## config.mk

```make
export PLATFORM = sky130hd
export DESIGN_NAME = lvds_frame_rx
export DESIGN_NICKNAME = d
export VERILOG_FILES = /design/src/rtl/lvds_frame_rx.sv
export SDC_FILE = /design/constraint.sdc
export NUM_CORES = 1
export LEC_CHECK = 0
export CORE_MARGIN = 2
export CORE_UTILIZATION = 58
export CTS_CLUSTER_SIZE = 10
export DETAILED_ROUTE_END_ITERATION = 10
export PLACE_DENSITY = 0.84
export SYNTH_ARGS = -nofsm -noshare
export SYNTH_HDL_FRONTEND = slang
export SYNTH_SLANG_ARGS = --single-unit
```

## constraint.sdc

```tcl
create_clock -name sysclk -period 5 [get_ports sysclk]
set_clock_uncertainty 0.05 [all_clocks]
set_input_delay 0.5 -clock sysclk [delete_from_list [all_inputs] [get_ports sysclk]]
set_output_delay 0.5 -clock sysclk [all_outputs]
set_load 0.01 [all_outputs]
```

## src/rtl/lvds_frame_rx.sv

```systemverilog
// Receive-side deframer for the 10-bit LVDS link: hunts for SYNC_WORD, checks
// each 4-word frame and delivers {hi,lo} voltage samples once the link is aligned.
module lvds_frame_rx #(
  parameter logic [9:0] SYNC_WORD = 10'h0FC,
  parameter int         ALIGN_CNT = 3,
  parameter int         ERR_LIMIT = 2
) (
  input  logic        sysclk,
  input  logic        rst,
  input  logic [9:0]  datarx,
  input  logic        datarx_en,
  input  logic        lock_n,
  output logic [15:0] ad_voltage,
  output logic        ad_voltage_valid,
  output logic        aligned,
  output logic        frame_err,
  output logic [15:0] err_cnt,
  output logic [1:0]  state_o
);

  localparam logic [1:0] HUNT    = 2'd0;
  localparam logic [1:0] GET_HI  = 2'd1;
  localparam logic [1:0] GET_LO  = 2'd2;
  localparam logic [1:0] GET_CHK = 2'd3;

  localparam logic [3:0] ALIGN_N = 4'(ALIGN_CNT);
  localparam logic [3:0] ERR_N   = 4'(ERR_LIMIT);

  logic [1:0]  state_q, state_d;
  logic [7:0]  hi_q, hi_d;
  logic [7:0]  lo_q, lo_d;
  logic [3:0]  good_run_q, good_run_d;
  logic [3:0]  bad_run_q, bad_run_d;
  logic        aligned_q, aligned_d;
  logic [15:0] ad_voltage_q, ad_voltage_d;
  logic        valid_q, valid_d;
  logic        frame_err_q, frame_err_d;
  logic [15:0] err_cnt_q, err_cnt_d;

  logic [1:0]  tag;
  logic [7:0]  payload;
  logic        is_sync;
  logic        good_frame;
  logic        bad_frame;
  logic [3:0]  good_inc;
  logic [3:0]  bad_inc;

  assign tag      = datarx[9:8];
  assign payload  = datarx[7:0];
  assign is_sync  = (datarx == SYNC_WORD);
  assign good_inc = (good_run_q == ALIGN_N) ? good_run_q : good_run_q + 4'd1;
  assign bad_inc  = (bad_run_q == ERR_N) ? bad_run_q : bad_run_q + 4'd1;

  always_comb begin
    state_d      = state_q;
    hi_d         = hi_q;
    lo_d         = lo_q;
    good_run_d   = good_run_q;
    bad_run_d    = bad_run_q;
    aligned_d    = aligned_q;
    ad_voltage_d = ad_voltage_q;
    valid_d      = 1'b0;
    frame_err_d  = 1'b0;
    err_cnt_d    = err_cnt_q;
    good_frame   = 1'b0;
    bad_frame    = 1'b0;

    if (lock_n) begin
      // Lock loss silently discards any partial frame.
      state_d    = HUNT;
      aligned_d  = 1'b0;
      good_run_d = 4'd0;
      bad_run_d  = 4'd0;
    end else if (datarx_en) begin
      case (state_q)
        HUNT: begin
          if (is_sync) state_d = GET_HI;
        end
        GET_HI: begin
          if (is_sync) begin
            bad_frame = 1'b1;
            state_d   = GET_HI;
          end else if (tag == 2'b01) begin
            hi_d    = payload;
            state_d = GET_LO;
          end else begin
            bad_frame = 1'b1;
            state_d   = HUNT;
          end
        end
        GET_LO: begin
          if (is_sync) begin
            bad_frame = 1'b1;
            state_d   = GET_HI;
          end else if (tag == 2'b10) begin
            lo_d    = payload;
            state_d = GET_CHK;
          end else begin
            bad_frame = 1'b1;
            state_d   = HUNT;
          end
        end
        default: begin
          if (is_sync) begin
            bad_frame = 1'b1;
            state_d   = GET_HI;
          end else if (tag == 2'b11 && payload == (hi_q ^ lo_q)) begin
            good_frame = 1'b1;
            state_d    = HUNT;
          end else begin
            bad_frame = 1'b1;
            state_d   = HUNT;
          end
        end
      endcase

      if (good_frame) begin
        good_run_d = good_inc;
        bad_run_d  = 4'd0;
        if (aligned_q || good_inc == ALIGN_N) begin
          aligned_d    = 1'b1;
          ad_voltage_d = {hi_q, lo_q};
          valid_d      = 1'b1;
        end
      end

      if (bad_frame) begin
        frame_err_d = 1'b1;
        err_cnt_d   = (err_cnt_q == 16'hFFFF) ? err_cnt_q : err_cnt_q + 16'd1;
        good_run_d  = 4'd0;
        bad_run_d   = bad_inc;
        if (bad_inc == ERR_N) aligned_d = 1'b0;
      end
    end
  end

  always_ff @(posedge sysclk or posedge rst) begin
    if (rst) begin
      state_q      <= HUNT;
      hi_q         <= 8'd0;
      lo_q         <= 8'd0;
      good_run_q   <= 4'd0;
      bad_run_q    <= 4'd0;
      aligned_q    <= 1'b0;
      ad_voltage_q <= 16'd0;
      valid_q      <= 1'b0;
      frame_err_q  <= 1'b0;
      err_cnt_q    <= 16'd0;
    end else begin
      state_q      <= state_d;
      hi_q         <= hi_d;
      lo_q         <= lo_d;
      good_run_q   <= good_run_d;
      bad_run_q    <= bad_run_d;
      aligned_q    <= aligned_d;
      ad_voltage_q <= ad_voltage_d;
      valid_q      <= valid_d;
      frame_err_q  <= frame_err_d;
      err_cnt_q    <= err_cnt_d;
    end
  end

  assign ad_voltage       = ad_voltage_q;
  assign ad_voltage_valid = valid_q;
  assign aligned          = aligned_q;
  assign frame_err        = frame_err_q;
  assign err_cnt          = err_cnt_q;
  assign state_o          = state_q;

endmodule

```

**Yosys cells after proc, flatten, opt, wreduce, memory -nomap -nowiden**

Cells that the tools add are included.

- Register bits: 61
- Bits of input ports: 14
- Output and inout port bits: 37
- Word-level logic and storage cells: 88

- Add/subtract/negate cells: 3
- Eq/ne operators: 13
- Multiplexer cells: 46
- Bitwise logic cells: 4
- Reductions and logical operators: 12

Operator list:

| cell | number |
|---|---|
| 4-bit two-way mux | 10 |
| 1-bit two-way mux | 27 |
| 16-bit by 1-bit adder with 16-bit output, second input constant | 1 |
| 16-bit equality test, second input constant | 1 |
| 4-bit by 2-bit equality test with 1-bit output, second input constant | 4 |
| 2-bit two-way mux | 7 |
| 10-bit by 8-bit equality test with 1-bit output, second input constant | 1 |
| 5-bit AND reduction | 2 |
| 4-bit by 1-bit adder with 4-bit output, second input constant | 2 |
| 8-bit equality test | 1 |
| 4-bit AND reduction | 2 |
| 8-bit bitwise XOR | 1 |
| 2-bit equality test, second input constant | 3 |
| 2-bit case mux with 3 select lines | 1 |
| 2-bit by 1-bit equality test with 1-bit output, second input constant | 2 |
| 2-bit AND reduction | 2 |
| 3-bit != test, second input constant | 1 |
| 1-bit inverter | 3 |
| 1-bit case mux with 3 select lines | 1 |
| 3-bit nonzero test | 1 |
| 3-bit OR reduction | 1 |
| 2-bit zero test | 1 |
| 2-bit nonzero test | 1 |
| 1-bit logical AND | 1 |
| 1-bit logical OR | 1 |

**Logic depth before layout (Yosys ltp)**

- Word-level depth: 13
- Gate-level depth with buffers: 9
- Gate-level depth less buffers: 8

**Worst setup path after synthesis**

No wires, ideal clock.

- Path type: input -> register
- Start: input port datarx[1]
- End: register ad_voltage_q[0] (netlist: ad_voltage[0])
- Setup time: 125 ps
- Arrival time: 2,076 ps
- Data required time: 4,825 ps
- Setup slack: 2,749 ps
- Stages: 7
- Buffers on the path: 1
- Cell sequence: xnor3_2 nand4_2 nor3_2 nand2_2 nor3_4 buf_12 mux2_4

- Cells in the longest elaborated chain, start to end: 8
- Elaborated cells between the ends (all ways): 9
- Classes of those cells: eq/ne: 2; mux: 5; reduce/logical: 2

RTL lines:

| what | RTL line | source |
|---|---|---|
| start: declaration | 10 | `input logic [9:0] datarx,` |
| 8-bit equality test | 107 | `end else if (tag == 2'b11 && payload == (hi_q ^ lo_q)) begin` |
| 1-bit logical AND | 107 |  |
| 1-bit two-way mux | 107 |  |
| 1-bit two-way mux (*) | 104 | `if (is_sync) begin` |
| 1-bit two-way mux (*) | 75 | `case (state_q)` |
| 1-bit two-way mux (*) | 74 | `end else if (datarx_en) begin` |
| 1-bit two-way mux (*) | 68 | `if (lock_n) begin` |
| 4-bit AND reduction (no line) (*) | -- |  |
| end signal: assignment | 156 | `ad_voltage_q <= ad_voltage_d;` |
| end: declaration | 35 | `logic [15:0] ad_voltage_q, ad_voltage_d;` |

Mark *: on every way between the ends. The rest lies on a longest branch, timed or not. The select of a mux whose other input is x is not followed.
A chain may end at the register's enable or synchronous reset.

**Worst setup path after layout**

- Start: input port datarx[1]
- End: register ad_voltage_q[9] (netlist: ad_voltage[9])

Same word-level chain as after synthesis.

==> qor.yml <==
drt:
  vias: 2327
  drc: 0
  antenna_left: 0
  first_pass_iters: 4
  drt-total-wl_um: 6680
  first_iter_violations: 132
  avgViaCountPerCell: 5.86
  post_drt_wl_per_cell_um: 16.8
power_and_ir_drop:
  ir_drop_mv: 0.181
  power_density_nw_per_um2: 251
  cellLeakagePower_uw: 0.00177
critical_path:
  crit_chain: "clkdlybuf4s50_1 -> xnor3_2 -> nand4_2 -> nor3_2 -> nand2_2 -> nor3_4 -> mux2_2"
  slowest_stage: "nor3_4"
  cp_slowest_stage_delay_ns: 0.85
  critPathKind: "primary input to register"
  crit_path_end_kind: "register"
  arrival_ns: 3.11
  path_buf_inv: 1
  critPathLaunchType: "primary input"
  required_ns: 5.17
  crit_fanout: 17
  cp_top_family: "simple AND/OR/NAND/NOR gates"
clocking:
  clk_latency_ns: 0.34
  hold_buffers: 0
  numCtsBuffers: 9
  clkSlewWorstSetupHoldPaths_ns: 0.07
  clockBufferDepth: 2
  cts_tree: "yes"
  clock-root-buffer: "clkbuf_8"
  cts_sinks: 61
  cts_max_level: 3
  cts.repair.resized: 0
  cts_setup_buffers: 0
yosys:
  synth_area_leader_cell: "dfrtp_1"
  synth_seq_cells: 61
  synthCells: 264
  yosysTopAreaCellShare_pct: 47.2
  synth_cell_types: 53
  seq_area_frac_synth_pct: 47.2
  syn_area_per_cell_um2: 12.2
  synth_edf_count: 0
  yosys_warnings: 0
  syn-num-nets: 286
  ys.flop_type: "dfrtp_1"
  postSynth.asyncResetShare_pct: 100
  netlist_area_um2: 3230
  synth.area.top_cells: "dfrtp_1 47%, mux2_2 8.7%, mux2_4 4.2%"
cells_and_area:
  drive_above_1_share_pct: 20.9
  area_delta_synth_final_pct: 23.0
  fin_cells: 397
  mostFrequentLayoutCells: "61 x dfrtp_1, 50 x clkdlybuf4s50_1, 25 x mux2_2"
  layout_commonest_cell: "dfrtp_1"
  nets: 342
  antenna_cells: 0
sta:
  rsz0062_at_grt: "no"
  post-route-period-util_pct: 58.7
  drv_slew: 0
  finalHoldViolCount: 0
  setup_violations: 0
  fin_crit_ns: 2.94
  fin_tns_setup_ns: 0
  max_freq_mhz: 341
  slew_headroom_pct: 30.0
  tightestPinTransition_ns: 1.05
placed_design:
  port_buffers: 50
  hpwl_um: 4630
  gp_congestion: 0.839
  place_inst: 381
die:
  num_rows: 27
  num_io_pins: 51
  initial_core_util_pct: 59.4
  die_h_um: 78.6
  die-area_um2: 6190
  die_x_um: 78.6
  core_area_um2: 5440
global_route:
  grt_max_degree: 62
  grt.overflow.total: 0
  grtUsageTotal_pct: 23.6
  grt_first_pass_wirelength_um: 11200
  grt_pass1_vias: 2307
  antenna_found_initial: 0
flow_run:
  cap_violations: 0
hold_path:
  worst_hold_path_type: "register to register"
outcome:
  status: "complete, no violations"
==> per-layer routing <==
metal	wire length (µm)	track usage, %	vias to the layer above
met5	0	0	-
met4	117	9.47	0
met3	349	5.75	11
met2	3220	37.4	81
met1	2990	31.5	1150
li1	-	-	1085
==> final cells by class <==
| class | instances | area, µm² |
|---|---|---|
| Clock inverter | 4 | 47.5 |
| Inverter | 13 | 48.8 |
| Multi-Input combinational cell | 183 | 1600 |
| Tap cell | 72 | 90.1 |
| Timing Repair Buffer | 52 | 515 |
| Clock buffer | 12 | 145 |
| Sequential cell | 61 | 1530 |
| Fill cell | 385 | 1460 |
==> report_power, final <==
part / switching, µW / total [µW] / internal, µW
logic: 29.1 / 60.2 / 31.2
clock network: 192 / 434 / 242
registers: 5.54 / 504 / 498
==> worst reg2reg max path, delay by kind of cell, from the launching register on <==
family                   cells  cell delay, ns
AND/OR/NAND/NOR              2            1.00
flip-flops                   1            0.45
multiplexers                 1            0.43
AO/OA/AOI/OAI                3            0.42
adder cells (fa/ha/maj)      1            0.34
==> per-stage QoR <==
step           power, µW  area [µm²]  util (%)  hold WS (ns)  setup slack (ns)
3_3_place_gp         571        3780      69.5         0.432              1.81
2_1_floorplan        547        3230         -         0.449              2.75
5_1_grt             1030        3980      73.1         0.470              1.89
6_report             998        3980      73.1         0.449              2.06
3_5_place_dp         574        3780      69.5         0.437              1.69
4_1_cts             1000        3980      73.1         0.450              2.06
==> logic make-up after synthesis <==
kind of cell | after synthesis | share of synthesized area [%]
and+or+nand+nor | 82 | 15.5
DFF | 61 | 47.2
AOI/OAI and AO/OA | 36 | 7.74
muxes | 35 | 13.2
xor gates and xnor gates | 22 | 9.99
buffers and inverters | 20 | 3.21
adders and majority gates | 8 | 3.10
==> synthesized netlist by cell type, types with 6 or more instances <==
| library cell | n |
|---|---|
| mux2_2 | 25 |
| nand2b_1 | 7 |
| inv_1 | 12 |
| nand4_1 | 13 |
| mux2_4 | 9 |
| dfrtp_1 | 61 |
| and3_1 | 7 |
| ha_1 | 8 |
| nand3_1 | 7 |
| xnor2_1 | 13 |
| a21oi_1 | 6 |
| nand2_1 | 12 |
| nor2_1 | 6 |
| a31oi_1 | 6 |
==> final timing paths <==
| path | startpoint | to | slack [ns] | cells after the start |
|---|---|---|---|---|
| setup / recovery | datarx[1] | ad_voltage[9] | 2.06 | 7 |
| hold / removal | err_cnt[9] | err_cnt[9] | 0.45 | 1 |
| setup reg to reg | good_run_q[0] | ad_voltage[9] | 2.20 | 7 |
| hold reg to reg | err_cnt[9] | err_cnt[9] | 0.45 | 1 |
| max in group asynchronous | rst | lo_q[6] | 3.77 | 3 |
| min in group asynchronous | rst | ad_voltage[15] | 0.63 | 3 |
==> registers in the layout, indices dropped and copies added, names as in the netlist, 2 cells and up <==
signal      cells
err_cnt        16
state_o         2
good_run_q      4
bad_run_q       4
hi_q            8
lo_q            8
ad_voltage     16
(Power assumes the default switching activity.)
